==> config.mk <==
export PLATFORM = sky130hd
export DESIGN_NAME = gpu_pixel_writer
export DESIGN_NICKNAME = d
export VERILOG_FILES = /design/src/rtl/gpu_pixel_writer.sv
export SDC_FILE = /design/constraint.sdc
export NUM_CORES = 1
export LEC_CHECK = 0
export CAP_MARGIN = 10
export CELL_PAD_IN_SITES_DETAIL_PLACEMENT = 0
export CELL_PAD_IN_SITES_GLOBAL_PLACEMENT = 1
export CORE_AREA = 2 2 145 147
export CTS_BUF_LIST = sky130_fd_sc_hd__clkbuf_8
export CTS_CLUSTER_DIAMETER = 40
export CTS_CLUSTER_SIZE = 20
export DETAILED_ROUTE_END_ITERATION = 7
export DIE_AREA = 0 0 147 149
export GPL_ROUTABILITY_DRIVEN = 0
export GPL_TIMING_DRIVEN = 1
export PLACE_DENSITY_LB_ADDON = 0.12
export SLEW_MARGIN = 10
export SYNTH_ARGS = -nofsm -noshare
export SYNTH_HDL_FRONTEND = slang
export SYNTH_SLANG_ARGS = --single-unit
==> constraint.sdc <==
create_clock -name clk -period 3.4 [get_ports clk]
set_input_delay 0.68 -clock clk [delete_from_list [all_inputs] [get_ports clk]]
set_output_delay 0.68 -clock clk [all_outputs]
set_load 0.005 [all_outputs]
==> src/rtl/gpu_pixel_writer.sv <==
// gpu_pixel_writer: turns a per-cycle (x, y, colour) pixel stream into
// single-word framebuffer writes with a req/ack handshake. A small FIFO
// absorbs memory stalls. Off-screen pixels are discarded and flagged.
module gpu_pixel_writer #(
    parameter int WIDTH        = 640,
    parameter int HEIGHT       = 480,
    parameter int WIDTH_BITS   = 10,
    parameter int HEIGHT_BITS  = 9,
    parameter int CHANNEL_BITS = 8,
    parameter int ADDR_BITS    = 19,
    parameter int FIFO_DEPTH   = 4
) (
    input  logic                      clk,
    input  logic                      rst,
    input  logic                      pixel_valid_i,
    input  logic [WIDTH_BITS-1:0]     x_i,
    input  logic [HEIGHT_BITS-1:0]    y_i,
    input  logic [CHANNEL_BITS-1:0]   r_i,
    input  logic [CHANNEL_BITS-1:0]   g_i,
    input  logic [CHANNEL_BITS-1:0]   b_i,
    output logic                      pixel_ready_o,
    output logic                      mem_we_o,
    output logic [ADDR_BITS-1:0]      mem_addr_o,
    output logic [3*CHANNEL_BITS-1:0] mem_data_o,
    input  logic                      mem_ack_i,
    output logic                      drop_o,
    output logic                      idle_o,
    output logic [ADDR_BITS:0]        written_count_o
);

    localparam int PTR_BITS   = $clog2(FIFO_DEPTH);
    localparam int DATA_BITS  = 3 * CHANNEL_BITS;
    localparam int ENTRY_BITS = ADDR_BITS + DATA_BITS;

    localparam logic [WIDTH_BITS:0]  X_LIMIT = (WIDTH_BITS + 1)'(WIDTH);
    localparam logic [HEIGHT_BITS:0] Y_LIMIT = (HEIGHT_BITS + 1)'(HEIGHT);
    localparam logic [ADDR_BITS-1:0] ROW_PITCH = ADDR_BITS'(WIDTH);

    typedef enum logic {IDLE, WRITE} state_t;

    state_t                state, next_state;
    logic [ENTRY_BITS-1:0] fifo_mem [FIFO_DEPTH];
    logic [PTR_BITS:0]     wr_ptr, rd_ptr;
    logic                  fifo_empty, fifo_full;
    logic                  in_range, accept, push, pop;
    logic [ADDR_BITS-1:0]  pix_addr;
    logic [ENTRY_BITS-1:0] head;

    // Pointers carry one wrap bit: equal means empty, differing only in the
    // wrap bit means full.
    assign fifo_empty = (wr_ptr == rd_ptr);
    assign fifo_full  = ((wr_ptr ^ rd_ptr) == {1'b1, {PTR_BITS{1'b0}}});

    // Ready depends only on registered FIFO state, never on mem_ack_i.
    assign pixel_ready_o = !fifo_full;
    assign accept        = pixel_valid_i && pixel_ready_o;
    assign in_range      = ({1'b0, x_i} < X_LIMIT) && ({1'b0, y_i} < Y_LIMIT);
    assign push          = accept && in_range;

    // In-range pixels always fit in ADDR_BITS, so this cannot truncate.
    assign pix_addr = ADDR_BITS'(y_i) * ROW_PITCH + ADDR_BITS'(x_i);
    assign head     = fifo_mem[rd_ptr[PTR_BITS-1:0]];

    assign mem_we_o = (state == WRITE);
    assign idle_o   = (state == IDLE) && fifo_empty;

    // FIFO storage: written on push, contents need no reset.
    always_ff @(posedge clk) begin
        if (push)
            fifo_mem[wr_ptr[PTR_BITS-1:0]] <= {pix_addr, r_i, g_i, b_i};
    end

    // FIFO pointers; push and pop in the same cycle both advance.
    always_ff @(posedge clk) begin
        if (rst) begin
            wr_ptr <= '0;
            rd_ptr <= '0;
        end else begin
            if (push) wr_ptr <= wr_ptr + 1'b1;
            if (pop)  rd_ptr <= rd_ptr + 1'b1;
        end
    end

    // Drop flag: one pulse per accepted off-screen pixel.
    always_ff @(posedge clk) begin
        if (rst) drop_o <= 1'b0;
        else     drop_o <= accept && !in_range;
    end

    // Write FSM next-state and pop decision.
    always_comb begin
        next_state = state;
        pop        = 1'b0;
        case (state)
            IDLE: begin
                if (!fifo_empty) begin
                    pop        = 1'b1;
                    next_state = WRITE;
                end
            end
            WRITE: begin
                if (mem_ack_i) begin
                    if (!fifo_empty) pop = 1'b1;
                    else             next_state = IDLE;
                end
            end
            default: next_state = IDLE;
        endcase
    end

    // FSM state register plus the held write address/data and completion count.
    always_ff @(posedge clk) begin
        if (rst) begin
            state           <= IDLE;
            mem_addr_o      <= '0;
            mem_data_o      <= '0;
            written_count_o <= '0;
        end else begin
            state <= next_state;
            if (pop) begin
                mem_addr_o <= head[ENTRY_BITS-1 -: ADDR_BITS];
                mem_data_o <= head[DATA_BITS-1:0];
            end
            if (state == WRITE && mem_ack_i)
                written_count_o <= written_count_o + 1'b1;
        end
    end

endmodule

# After elaboration in Yosys (flattened, before gate mapping)
# Memories as Yosys holds them, arrays and structs flattened. A register that Yosys moved wholly into a read port is not among the register bits.
# Cells that the tools add are included.
[op_classes]
add_sub_neg = 4
n_mul = 1
order_cmp = 2
n_eq_ne = 2
n_mux = 7
n_bitwise = 2
reduce_logical = 8
[op_table]
columns = ["operator", "n"]
rows = [
  ["adder 20 x 1 -> 20 bit (second input constant)", 1],
  ["adder 19 x 10 -> 19 bit", 1],
  ["multiplier 9 x 3 -> 12 bit (second input constant)", 1],
  ["< comparator 10 bit (second input constant)", 1],
  ["< comparator 9 bit (second input constant)", 1],
  ["adder 3 x 1 -> 3 bit (second input constant)", 2],
  ["logical AND 1 bit", 6],
  ["two-way mux 1 bit", 5],
  ["one-hot mux 1 bit (2 select lines)", 2],
  ["equality test 3 bit", 1],
  ["equality test 3 bit (second input constant)", 1],
  ["bitwise XOR 3 bit", 1],
  ["logical NOT 1 bit", 2],
  ["inverter 1 bit", 1],
]
[word_totals]
regBits = 28
ram_bits = 172
output_inout_bits = 67
word_cells = 32
n_memories = 1
[mem_list]
columns = ["memory", "words", "word_bits", "read_ports", "rd_ports_with_merged_regs", "write_ports", "line_no", "text"]
rows = [
  ["fifo_mem", 4, 43, 1, 1, 1, "42", "logic [ENTRY_BITS-1:0] fifo_mem [FIFO_DEPTH];"],
]

# Logic depth before layout (Yosys ltp)
[depth]
ltp_word = 7
depth_mapped = 9
ltp_nobuf = 9

# Worst setup path after synthesis
# OpenSTA, ideal clock, no wires.
[synth_timing]
path_kind = "input-to-reg"
start = "input port y_i[1]"
end = "memory fifo_mem[0][41] (netlist name), data pin"
setup_time_ns = 0.275
arrival_ns = 2.611
required_time_ns = 3.125
slack_ns = 0.514
stages = 9
n_path_buf = 0
cell_sequence = "ha_1 ha_1 fa_1 a21oi_1 nor2_1 a211oi_1 xnor2_1 nand4_1 xor2_1"
[synth_via]
elab_chain_len = 2
[synth_rtl]
columns = ["item", "line_no", "text"]
rows = [
  ["start: declaration", "17", "input logic [HEIGHT_BITS-1:0] y_i,"],
  ["multiplier 9 x 3 -> 12 bit", "61", "assign pix_addr = ADDR_BITS'(y_i) * ROW_PITCH + ADDR_BITS'(x_i);"],
  ["adder 19 x 10 -> 19 bit", "61", ""],
  ["via pix_addr[17]", "46", "logic [ADDR_BITS-1:0] pix_addr;"],
  ["end: declaration", "42", ""],
]
# The timed path passes the listed nets, and every way through them passes these cells.

# Worst setup path in the final report
[layout_timing]
start = "input port y_i[3]"
end = "memory fifo_mem[2][41] (netlist name), data pin"
# The elaborated chain is that of the path after synthesis.

==> metrics <==
Routed WL=about 19 mm; CP endpoint kind=register; Max clock buf depth=3; Resized cells post-CTS=0; Mapped Area=0.009602 mm2; vias=~5.6k; grt ovf=0; Sum Neg Setup Slack=0 ns; worst-skew pair later-pin latency=0.53 ns; ANT cells=0; Comb power frac=around 26%; Clock Sinks=243; Nets=849; Slew Viols, Final=0; CTS tree=built; Net Sw Frac=28.69%; vias in the first global route=5,594; initial antenna violation count=1; top_reg_cell synth=edfxtp_1; CP Class=input port to register; VDD IR-drop max=0.0003579 V; DRT iter0 DRCs=192; Most Frequent Cell on Critical Path=ha_1; area leader, netlist=edfxtp_1; CP bufs+invs=1; Post-Syn Nets=706; first-pass GRT wire length=29.60 mm; Synth area leaders=edfxtp_1 (54%), dfxtp_1 (15%), mux4_2 (10%); outcome=complete, no violations; Synth Register Bits=243; IO buf count=113; most frequent cells in the layout=edfxtp_1 (172), clkdlybuf4s50_1 (112), nand2_1 (101); cts hold-fix bufs=0; sequential power share=45.4%; worst-margin pin slew=0.9387 ns; drt drc=0; CP cell instances=clkdlybuf4s50_1 -> ha_1 -> ha_1 -> fa_1 -> a21oi_1 -> nor2_1 -> a211oi_1 -> xnor2_1 -> nand4_1 -> xor2_1; Via density=roughly 5.2; register area=0.006591 mm2; CTS root buf=clkbuf_8; core footprint=0.02056 mm2; Initial Utilization=46.71%; clk slew on worst S/H paths=0.07 ns; placed insts=1,016; Worst slew margin=37.42%; Setup WS pre-CTS=-0.09280 ns; Die X=147 um; Final Hold Fails=0; Detail Route Antenna Nets=0; Crit path required time=around 3.7 ns; clock skew=roughly 0.032 ns; Pwr Total=8.019 mW; Max Cap Viol=0; hold crit path type=register to register; commonest non-fill, non-tap cell in the layout=edfxtp_1; Pre-antenna DRT Iters=4; Post-synth EDFFs=172; sequential area share after synthesis=between 60% and 70%; CTS Buf Count=34; synthesis-to-finish area growth=23.70%; Yosys top cell area share=53.79%; Int Pwr=5.719 mW; DR WL/cell=17.38 um; multi-input logic area=0.002846 mm2; NetSw=between 2 and 2.5 mW; Synth Area per Inst=15.14 um2; Worst setup SP type=input port; Synth Instances=634; Clk pwr share=29.0%; endpoints failing setup=0; final setup margin=0.4118 ns; Ports=approximately 110; crit path max fanout=4; Cell variety after synth=42; total track usage=between 15 and 20%; htree depth=2; die area=0.02190 mm2; Tmin final=2.988 ns; slowest cell on the critical path=clkdlybuf4s50_1; P per Cell Area=675.1 mW/mm2; row count=53; share of cells above drive strength 1=17.31%; # fillers=1,636; RSZ-0062 raised after global routing=false; Min Hold Slack=roughly 0.45 ns; maximum clock rate=roughly 330 MHz; Final period util=87.89%; WP data arrival=approximately 3.3 ns; Crit path max-delay family=adder cells; hpwl dp=11.53 mm; fin cells=approximately 1.1k; Yosys warning total=0; CP peak stage delay=0.49 ns; leakage=about 4.0 nW; setup repair bufs after CTS=0; largest net degree at the start of global routing=46; Die Y=149 um; Async SR Flop Fraction=0%
==> tightest hold or removal path, cell delays in order (launching register included) <==
cell and delay (ns):
dfxtp_1 0.31, nand2_1 0.05, a21oi_1 0.05
==> synth_stat cells, types with 2 or more instances <==
cell type  number
nor3_1          2
and4_1          3
and3_1          2
nor2_1         29
xnor2_1        22
inv_1           8
buf_4           7
nand2_1       101
a21oi_1        54
xor2_1         14
nor2b_1         3
mux4_2         43
nand4_1         8
a21o_1          2
edfxtp_1      172
xor2_2          2
nand3_1         8
o21ai_1         2
dfxtp_1        71
clkbuf_1       12
and2_1          5
o21ai_0         9
buf_2          10
fa_1            2
or3_1           4
ha_1           23
==> layout make-up <==
type / instances / area share (%)
Clock inverter: 28 / 2.065
Inverter: 9 / 0.2844
Clock buffer: 34 / 3.940
Tap cell: 275 / 2.897
Multi-Input combinational cell: 353 / 23.97
Sequential cell: 243 / 55.49
Timing Repair Buffer: 136 / 11.36
==> path summary, 6_finish.rpt <==
path | to | cells past startpoint | start | slack [ns]
max | fifo_mem[2][41] | 10 | y_i[3] | 0.41
min | mem_data_o[10] | 2 | mem_data_o[10] | 0.45
max reg2reg | fifo_mem[1][15] | 5 | wr_ptr[0] | 1.35
min reg2reg | mem_data_o[10] | 2 | mem_data_o[10] | 0.45
==> flip-flops by register name (all words and copies together), names as in the netlist <==
signal	count
mem_addr_o	19
fifo_mem	172
drop_o	1
mem_we_o	1
mem_data_o	24
wr_ptr	3
rd_ptr	3
written_count_o	20
==> power groups by stage <==
| stage | Sequential, mW | Clock, mW | Combinational, mW |
|---|---|---|---|
| finish | 3.64 | 2.33 | 2.05 |
| global route | 3.68 | 2.52 | 2.25 |
| CTS | 3.65 | 2.39 | 2.09 |
| detailed placement | 3.71 | 0 | 2.08 |
| global placement | 3.70 | 0 | 2.06 |
| floorplan | 3.70 | 0 | 1.20 |
==> through the flow <==
step | utilization [%] | cell area (um2)
5_1_grt | 57.78 | 11880
2_1_floorplan | - | 9602
6_report | 57.78 | 11880
3_5_place_dp | 54.31 | 11160
3_3_place_gp | 54.31 | 11160
4_1_cts | 57.78 | 11880
==> logic make-up after synthesis <==
| family | synth area share (%) |
|---|---|
| AO/OA/AOI/OAI | 4.105 |
| buffers and inverters | 1.889 |
| AND/OR/NAND/NOR | 8.184 |
| multiplexers | 10.19 |
| adder cells (fa/ha/maj) | 3.414 |
| flip-flops | 68.60 |
| XOR/XNOR | 3.623 |
==> per-layer routing <==
| layer | vias to the layer above | track usage [%] | routed length [um] | part of all wire (%) |
|---|---|---|---|---|
| met5 | - | 0 | 11 | 0.059 |
| met4 | 2 | 4.567 | 202 | 1.1 |
| met3 | 21 | 3.670 | 961 | 5.1 |
| met2 | 150 | 30.40 | 9205 | 49 |
| met1 | 2746 | 22.45 | 8357 | 45 |
| li1 | 2640 | - | - | - |
(Power assumes the default switching activity.)
